<file path="config.mk">
export PLATFORM = sky130hd
export DESIGN_NAME = lsu_dbus_master_flat
export DESIGN_NICKNAME = d
export VERILOG_FILES = /design/src/rtl/mem_types_pkg.sv /design/src/rtl/lsu_dbus_master_if.sv /design/src/rtl/lsu_dbus_master_align.sv /design/src/rtl/lsu_dbus_master.sv /design/src/flat_wrapper.sv
export SDC_FILE = /design/constraint.sdc
export NUM_CORES = 1
export LEC_CHECK = 0
export BUFFER_PORTS_ARGS = -buffer_cell sky130_fd_sc_hd__buf_2
export CORE_ASPECT_RATIO = 0.75
export CORE_MARGIN = 5
export CORE_UTILIZATION = 35
export DETAILED_ROUTE_END_ITERATION = 10
export GPL_ROUTABILITY_DRIVEN = 0
export SLEW_MARGIN = 20
export SYNTH_ARGS = -nofsm -noshare
export SYNTH_HDL_FRONTEND = slang
export SYNTH_SLANG_ARGS = --single-unit
</file>
<file path="constraint.sdc">
create_clock -name clk -period 2 [get_ports clk]
set_clock_uncertainty 0.1 [all_clocks]
set_input_delay 0.4 -clock clk [delete_from_list [all_inputs] [get_ports clk]]
set_output_delay 0.4 -clock clk [all_outputs]
set_load 0.02 [all_outputs]
</file>
<file path="src/rtl/mem_types_pkg.sv">
// Shared encodings for the MEM-stage load/store unit.
// Store/load type codes and the bus FSM state type.
package mem_types_pkg;

  localparam logic [1:0] ST_SW = 2'b00;
  localparam logic [1:0] ST_SH = 2'b01;
  localparam logic [1:0] ST_SB = 2'b10;

  localparam logic [2:0] LD_LW  = 3'b000;
  localparam logic [2:0] LD_LH  = 3'b001;
  localparam logic [2:0] LD_LHU = 3'b010;
  localparam logic [2:0] LD_LB  = 3'b011;
  localparam logic [2:0] LD_LBU = 3'b100;

  typedef enum logic [1:0] {
    S_IDLE,
    S_REQ,
    S_WAIT,
    S_DONE
  } lsu_state_e;

endpackage

</file>
<file path="src/rtl/lsu_dbus_master_if.sv">
// Data bus between the LSU (master) and data memory (slave).
// Request side is registered in the master.
interface lsu_dbus_master_if #(
  parameter int ADDR_W = 32
);
  logic              req;
  logic              wr;
  logic [ADDR_W-1:0] addr;
  logic [3:0]        wstrb;
  logic [31:0]       wdata;
  logic              err;
  logic              addr_ok;
  logic              data_ok;
  logic [31:0]       rdata;

  modport master (
    output req, wr, addr, wstrb, wdata, err,
    input  addr_ok, data_ok, rdata
  );

  modport slave (
    input  req, wr, addr, wstrb, wdata, err,
    output addr_ok, data_ok, rdata
  );
endinterface

</file>
<file path="src/rtl/lsu_dbus_master_align.sv">
// Byte-lane logic: store strobes/replication, alignment checks,
// and load lane extraction with sign/zero extension.
module lsu_align
  import mem_types_pkg::*;
(
  input  logic [1:0]  st_off,
  input  logic [1:0]  st_type,
  input  logic [31:0] st_src,
  input  logic [1:0]  ld_off,
  input  logic [2:0]  ld_type,
  input  logic [1:0]  rd_off,
  input  logic [2:0]  rd_type,
  input  logic [31:0] rdata,
  output logic [3:0]  wstrb,
  output logic [31:0] wdata,
  output logic        st_mis,
  output logic        st_rsv,
  output logic        ld_mis,
  output logic        ld_rsv,
  output logic [31:0] ld_data
);
  logic [7:0]  b;
  logic [15:0] h;

  assign b = rdata[{rd_off, 3'b000} +: 8];
  assign h = rd_off[1] ? rdata[31:16] : rdata[15:0];

  always_comb begin
    wstrb  = 4'b0000;
    wdata  = 32'h0;
    st_mis = 1'b0;
    st_rsv = 1'b0;
    unique case (1'b1)
      (st_type == ST_SW): begin
        wstrb  = 4'b1111;
        wdata  = st_src;
        st_mis = (st_off != 2'b00);
      end
      (st_type == ST_SH): begin
        wstrb  = st_off[1] ? 4'b1100 : 4'b0011;
        wdata  = {2{st_src[15:0]}};
        st_mis = st_off[0];
      end
      (st_type == ST_SB): begin
        wstrb  = 4'b0001 << st_off;
        wdata  = {4{st_src[7:0]}};
      end
      default: st_rsv = 1'b1;
    endcase
  end

  always_comb begin
    ld_mis = 1'b0;
    ld_rsv = 1'b0;
    unique case (1'b1)
      (ld_type == LD_LW): ld_mis = (ld_off != 2'b00);
      (ld_type == LD_LH),
      (ld_type == LD_LHU): ld_mis = ld_off[0];
      (ld_type == LD_LB),
      (ld_type == LD_LBU): ld_mis = 1'b0;
      default: ld_rsv = 1'b1;
    endcase
  end

  always_comb begin
    ld_data = 32'h0;
    unique case (1'b1)
      (rd_type == LD_LW):  ld_data = rdata;
      (rd_type == LD_LH):  ld_data = {{16{h[15]}}, h};
      (rd_type == LD_LHU): ld_data = {16'h0, h};
      (rd_type == LD_LB):  ld_data = {{24{b[7]}}, b};
      (rd_type == LD_LBU): ld_data = {24'h0, b};
      default:             ld_data = 32'h0;
    endcase
  end
endmodule

</file>
<file path="src/rtl/lsu_dbus_master.sv">
// MEM-stage load/store initiator: one handshaked data-bus
// request per access, pipeline stall until completion.
module lsu_dbus_master
  import mem_types_pkg::*;
#(
  parameter int ADDR_W      = 32,
  parameter int TIMEOUT_CYC = 0
) (
  input  logic        clk,
  input  logic        rst,
  input  logic [31:0] MEM_ALUOut_i,
  input  logic [31:0] MEM_OutB_i,
  input  logic        MEM_DMWr_i,
  input  logic        MEM_DMRd_i,
  input  logic [1:0]  MEM_StoreType_i,
  input  logic [2:0]  MEM_LoadType_i,
  input  logic        MEM_Flush_i,
  output logic [31:0] MEM_DMOut_o,
  output logic        MEM_Stall_o,
  output logic        MEM_AdEL_o,
  output logic        MEM_AdES_o,
  lsu_dbus_master_if.master dbus
);
  localparam int CNT_W =
    (TIMEOUT_CYC > 1) ? $clog2(TIMEOUT_CYC) : 1;
  localparam logic [CNT_W-1:0] CNT_LAST =
    CNT_W'((TIMEOUT_CYC > 0) ? TIMEOUT_CYC - 1 : 0);

  lsu_state_e        state;
  logic              req_q, wr_q, err_q, cancel;
  logic [ADDR_W-1:0] addr_q;
  logic [3:0]        strb_q;
  logic [31:0]       wdata_q, dmout_q;
  logic [CNT_W-1:0]  cnt;
  logic [2:0]        q_type;
  logic [1:0]        q_off;

  logic [3:0]  strb_n;
  logic [31:0] wdata_n, ld_data;
  logic        st_mis, st_rsv, ld_mis, ld_rsv;
  logic        wr_sel, rd_sel, acc_valid, to_hit, keep;

  lsu_align u_align (
    .st_off  (MEM_ALUOut_i[1:0]),
    .st_type (MEM_StoreType_i),
    .st_src  (MEM_OutB_i),
    .ld_off  (MEM_ALUOut_i[1:0]),
    .ld_type (MEM_LoadType_i),
    .rd_off  (q_off),
    .rd_type (q_type),
    .rdata   (dbus.rdata),
    .wstrb   (strb_n),
    .wdata   (wdata_n),
    .st_mis  (st_mis),
    .st_rsv  (st_rsv),
    .ld_mis  (ld_mis),
    .ld_rsv  (ld_rsv),
    .ld_data (ld_data)
  );

  assign wr_sel = MEM_DMWr_i;
  assign rd_sel = MEM_DMRd_i & ~MEM_DMWr_i;
  assign acc_valid = ~MEM_Flush_i &
    ((wr_sel & ~st_mis & ~st_rsv) |
     (rd_sel & ~ld_mis & ~ld_rsv));

  assign MEM_AdES_o  = wr_sel & st_mis;
  assign MEM_AdEL_o  = rd_sel & ld_mis;
  assign MEM_Stall_o = ((state == S_IDLE) & acc_valid) |
                       (state == S_REQ) | (state == S_WAIT);
  assign MEM_DMOut_o = dmout_q;

  // Cancelled or store transactions never deliver data.
  assign keep   = ~wr_q & ~cancel & ~MEM_Flush_i;
  assign to_hit = (TIMEOUT_CYC != 0) && (cnt == CNT_LAST);

  assign dbus.req   = req_q;
  assign dbus.wr    = wr_q;
  assign dbus.addr  = addr_q;
  assign dbus.wstrb = strb_q;
  assign dbus.wdata = wdata_q;
  assign dbus.err   = err_q;

  always_ff @(posedge clk) begin
    if (rst) begin
      state   <= S_IDLE;
      req_q   <= 1'b0;
      wr_q    <= 1'b0;
      err_q   <= 1'b0;
      cancel  <= 1'b0;
      addr_q  <= '0;
      strb_q  <= 4'h0;
      wdata_q <= 32'h0;
      dmout_q <= 32'h0;
      cnt     <= '0;
      q_type  <= LD_LW;
      q_off   <= 2'b00;
    end else begin
      err_q <= 1'b0;
      unique case (state)
        S_IDLE: begin
          if (acc_valid) begin
            state   <= S_REQ;
            req_q   <= 1'b1;
            wr_q    <= wr_sel;
            addr_q  <= {MEM_ALUOut_i[ADDR_W-1:2], 2'b00};
            strb_q  <= wr_sel ? strb_n : 4'h0;
            wdata_q <= wr_sel ? wdata_n : 32'h0;
            dmout_q <= 32'h0;
            cancel  <= 1'b0;
            q_type  <= MEM_LoadType_i;
            q_off   <= MEM_ALUOut_i[1:0];
          end
        end
        S_REQ: begin
          if (MEM_Flush_i) cancel <= 1'b1;
          if (dbus.addr_ok) begin
            req_q <= 1'b0;
            if (dbus.data_ok) begin
              state   <= S_DONE;
              dmout_q <= keep ? ld_data : 32'h0;
            end else begin
              state <= S_WAIT;
              cnt   <= '0;
            end
          end
        end
        S_WAIT: begin
          if (MEM_Flush_i) cancel <= 1'b1;
          if (dbus.data_ok) begin
            state   <= S_DONE;
            dmout_q <= keep ? ld_data : 32'h0;
          end else if (to_hit) begin
            state   <= S_DONE;
            dmout_q <= 32'h0;
            err_q   <= 1'b1;
          end else if (cnt != '1) begin
            cnt <= cnt + 1'b1;
          end
        end
        S_DONE: begin
          state  <= S_IDLE;
          cancel <= 1'b0;
        end
        default: state <= S_IDLE;
      endcase
    end
  end
endmodule

</file>
<file path="src/flat_wrapper.sv">
// flat-port wrapper written by rule: the top's interface ports become plain ports
module lsu_dbus_master_flat import mem_types_pkg::*;
#(
  parameter int ADDR_W      = 32,
  parameter int TIMEOUT_CYC = 0
)
  (clk, rst, MEM_ALUOut_i, MEM_OutB_i, MEM_DMWr_i, MEM_DMRd_i, MEM_StoreType_i, MEM_LoadType_i, MEM_Flush_i, MEM_DMOut_o, MEM_Stall_o, MEM_AdEL_o, MEM_AdES_o, dbus_req, dbus_wr, dbus_addr, dbus_wstrb, dbus_wdata, dbus_err, dbus_addr_ok, dbus_data_ok, dbus_rdata);
  lsu_dbus_master_if #(.ADDR_W(ADDR_W)) dbus_i ();
  input  logic clk;
  input  logic rst;
  input  logic [31:0] MEM_ALUOut_i;
  input  logic [31:0] MEM_OutB_i;
  input  logic MEM_DMWr_i;
  input  logic MEM_DMRd_i;
  input  logic [1:0] MEM_StoreType_i;
  input  logic [2:0] MEM_LoadType_i;
  input  logic MEM_Flush_i;
  output logic [31:0] MEM_DMOut_o;
  output logic MEM_Stall_o;
  output logic MEM_AdEL_o;
  output logic MEM_AdES_o;
  output wire logic [$bits(dbus_i.req)-1:0] dbus_req;
  output wire logic [$bits(dbus_i.wr)-1:0] dbus_wr;
  output wire logic [$bits(dbus_i.addr)-1:0] dbus_addr;
  output wire logic [$bits(dbus_i.wstrb)-1:0] dbus_wstrb;
  output wire logic [$bits(dbus_i.wdata)-1:0] dbus_wdata;
  output wire logic [$bits(dbus_i.err)-1:0] dbus_err;
  input wire logic [$bits(dbus_i.addr_ok)-1:0] dbus_addr_ok;
  input wire logic [$bits(dbus_i.data_ok)-1:0] dbus_data_ok;
  input wire logic [$bits(dbus_i.rdata)-1:0] dbus_rdata;
  assign dbus_req = dbus_i.req;
  assign dbus_wr = dbus_i.wr;
  assign dbus_addr = dbus_i.addr;
  assign dbus_wstrb = dbus_i.wstrb;
  assign dbus_wdata = dbus_i.wdata;
  assign dbus_err = dbus_i.err;
  assign dbus_i.addr_ok = dbus_addr_ok;
  assign dbus_i.data_ok = dbus_data_ok;
  assign dbus_i.rdata = dbus_rdata;
  lsu_dbus_master #(.ADDR_W(ADDR_W), .TIMEOUT_CYC(TIMEOUT_CYC)) u_core (.clk(clk), .rst(rst), .MEM_ALUOut_i(MEM_ALUOut_i), .MEM_OutB_i(MEM_OutB_i), .MEM_DMWr_i(MEM_DMWr_i), .MEM_DMRd_i(MEM_DMRd_i), .MEM_StoreType_i(MEM_StoreType_i), .MEM_LoadType_i(MEM_LoadType_i), .MEM_Flush_i(MEM_Flush_i), .MEM_DMOut_o(MEM_DMOut_o), .MEM_Stall_o(MEM_Stall_o), .MEM_AdEL_o(MEM_AdEL_o), .MEM_AdES_o(MEM_AdES_o), .dbus(dbus_i));
endmodule
</file>
==> results.md <==
* Outcome: complete, but fails checks
* Failing checks: setup timing
* Core footprint at 15100 um2
* Routed wire per std cell at between 15 and 20 um
* M1 GR Usage at 27.1%
* Fin area at a little under 8000 um2
* Dpl ws at -495 ps
* Final worst setup slack at -101 ps
* Post-detail-place hpwl at about 14000 um
* Rel. slew slack at approximately 46%
* Hold Vio Cnt, Final at 0
* Post-synth EDFFs at 0
* CTS tree: done
* Total of max-cap violations at 0
* Initial Utilization at 35.4%
* Final nets at just under 1000
* Clock Path Buffers at 2
* Io pins at between 200 and 250
* Slowest CP cell: or3b_4
* Fill count at 1466
* Largest area contributor in the netlist: dfxtp_1
* Post-synthesis cell count at 649
* Slowest cell delay on critical path at 380 ps
* Synth cell types at 53
* Hold Crit Class: input pin to register
* Slew of the pin with the lowest slew margin at approximately 810 ps
* Initial drt markers at roughly 380
* Vias at slightly below 6000
* CP endpoint kind: output port
* CP delay by family, top: simple AND/OR/NAND/NOR gates
* Htree depth at 3
* First-pass GRT wire length at between 20000 and 30000 um
* DRT Pass-1 Iters at 6
* #FFs+latches synth at about 110
* Main area contributors after synthesis: dfxtp_1, o21ai_0, a21oi_1, mux2i_1, nand4_1
* Yosys Warn Count at 0
* Crit path depth at 6
* Yosys top cell area share at between 40% and 50%
* Fraction of registers with async set/reset at 0%
* Clock sink count at ~110
* Hold Crit Depth at 3
* Sequential fraction of the synthesis area at roughly two fifths
* R2R depth at 8
* Cell with the most instances after synthesis: o21ai_0
* Busiest grt layer: met2
* Routed WL at between 15000 and 20000 um
* GR Util All Layers at between 10% and 20%
* Critical path fanouts, max at 2
* GRT met3 Usage at under 10%
* Fmax at 0.476 GHz
* Worst EP arrival at 1600 ps
* M2 GR Usage at 30.8%
* Lkg Pwr at between 3 and 4 nW
* Largest net degree at the start of global routing at 79
* Number of global-route vias before repair at 5506
* Syn-to-layout area delta at 44.2%
* Layout cells sized above 1 at between 40% and 50%
* Vias per cell at approximately 5.4
* Synth cell count leaders: o21ai_0, dfxtp_1, a21oi_1
* RSZ-0062 raised after global routing: yes
* Die W at around 150 um
* CP required at 1500 ps
* Period utilisation layout at 105%
* Antenna cells at 0
* Final Critical Period at approximately 2100 ps
* Rows at 39
* CP bufs+invs at 2
* Startpoint types: input pin
* Die footprint at roughly 18000 um2
* Routed Antenna Nets at 0
* Final Max Slew Viols at 0
* Final setup viols at 8
* Cell Area, Placed at between 7000 and 8000 um2
* Worst vdd ir at ~0.58 mV
* Post-synth top flop: dfxtp_1
* Syn Std Cell Area at around 5400 um2
* CTS buffer count at 9
* Worst skew pair latency at between 300 and 400 ps
* Pwr Density at just under 1000 nW/um2
* GRT overflow at 0
* Initial antenna violation count at 2
* CP cell instances: buf_6, nand2b_4, or3b_4, o22a_4, o211ai_1, buf_4
* Root Driver: clkbuf_16
* PortBufs at between 200 and 250
* # DRC at 0
* Setup CP Type: input pin to output port
* Die Ht at between 100 and 150 um
* Avg Cell Area, Syn at approximately 8.3 um2
* Clock slew at reported path FFs at ~80 ps
-- cell usage in the layout, fill, tap and decap left out, drive strengths merged, types with 7 or more instances in the layout --
| cell type | instances |
|---|---|
| buf | 284 |
| o21ai | 113 |
| dfxtp | 108 |
| a21oi | 95 |
| nand3 | 37 |
| nand2 | 34 |
| nand4 | 33 |
| mux2i | 29 |
| inv | 18 |
| mux2 | 16 |
| o2bb2ai | 16 |
| clkbuf | 10 |
| nor2 | 8 |
| a2111oi | 7 |
-- layer usage --
| layer | up-vias | part of all wire [%] |
|---|---|---|
| met5 | - | 0.11 |
| met4 | 4 | 1.4 |
| met3 | 26 | 8.2 |
| met2 | 220 | 45 |
| met1 | 2764 | 45 |
| li1 | 2874 | - |
-- final timing paths --
| kind | start | end | slack, ps |
|---|---|---|---|
| worst max register to register | u_core.state[0] | u_core.MEM_DMOut_o[17] | -20 |
| worst min-delay path | MEM_ALUOut_i[8] | u_core.dbus.addr[8] | 190 |
| worst max-delay path | MEM_DMWr_i | MEM_Stall_o | -100 |
| worst min register to register | u_core.MEM_DMOut_o[11] | u_core.MEM_DMOut_o[11] | 360 |
-- cells by family (layout without fill, tap and decap cells) --
logic type	count (synthesis)	in the layout	share of synthesized area (%)
compound gates	267	267	29.2
xor+xnor	1	1	0.163
fa+ha+maj	4	4	0.934
buf+inv	85	317	6.63
flops	108	108	40.3
mux	46	46	9.19
other cells	1	3	0.0699
simple gates	137	137	13.5
-- per-stage QoR --
stage                     power, W  setup TNS (ps)  hold WS, ps  utilization (%)  instances
after CTS                  0.00736            -145          168             49.4       1085
final                      0.00750            -175          187             51.1       1088
after global placement     0.00528          -20700          344             46.5       1066
after global routing       0.00791           -1550          173             51.1       1088
after floorplan            0.00419            -201          336                -        651
after detailed placement   0.00528          -23660          347             46.5       1066
-- worst register-to-register path, stage by stage, from the launching register on --
cell and delay (ps):
dfxtp_2 350, inv_2 50, ha_4 230, nor2b_4 120, or3_4 470, nor3_4 200
o21ai_4 120, clkbuf_16 190, o2bb2ai_2 140
-- cell type report --
type / count / area (um2) / area share (%)
inverters: 16 / 61.3 / 0.793
multi-input cells: 458 / 3140 / 40.6
clock buffers: 9 / 225 / 2.91
flip-flops and latches: 108 / 2170 / 28.1
well taps: 205 / 256 / 3.32
clock inverters: 7 / 105 / 1.36
repair buffers: 285 / 1780 / 23.0
-- timing repair --
| action | CTS | global route |
|---|---|---|
| setup endpoints to repair | 23 | 67 |
| setup buffers | 4 | 3 |
| gates cloned | 0 | 1 |
| hold buffers | 0 | 0 |
| pin swaps | 7 | 22 |
| gates resized for setup | 18 | 40 |
-- registers in the layout, indices dropped and copies added (netlist names) --
signal              flops
u_core.cancel           1
u_core.q_off            2
u_core.state            2
u_core.MEM_DMOut_o     32
u_core.dbus.addr       30
u_core.dbus.wstrb       4
u_core.q_type           3
u_core.dbus.wr          1
u_core.dbus.req         1
u_core.dbus.wdata      32
-- power by group --
| group | switching (W) | internal [W] | leakage (nW) |
|---|---|---|---|
| clock network | 0.000860 | 0.00112 | 0.159 |
| registers | 0.000102 | 0.00233 | 0.876 |
| logic | 0.00195 | 0.00114 | 2.34 |
Power figures use the tool's default switching activity.
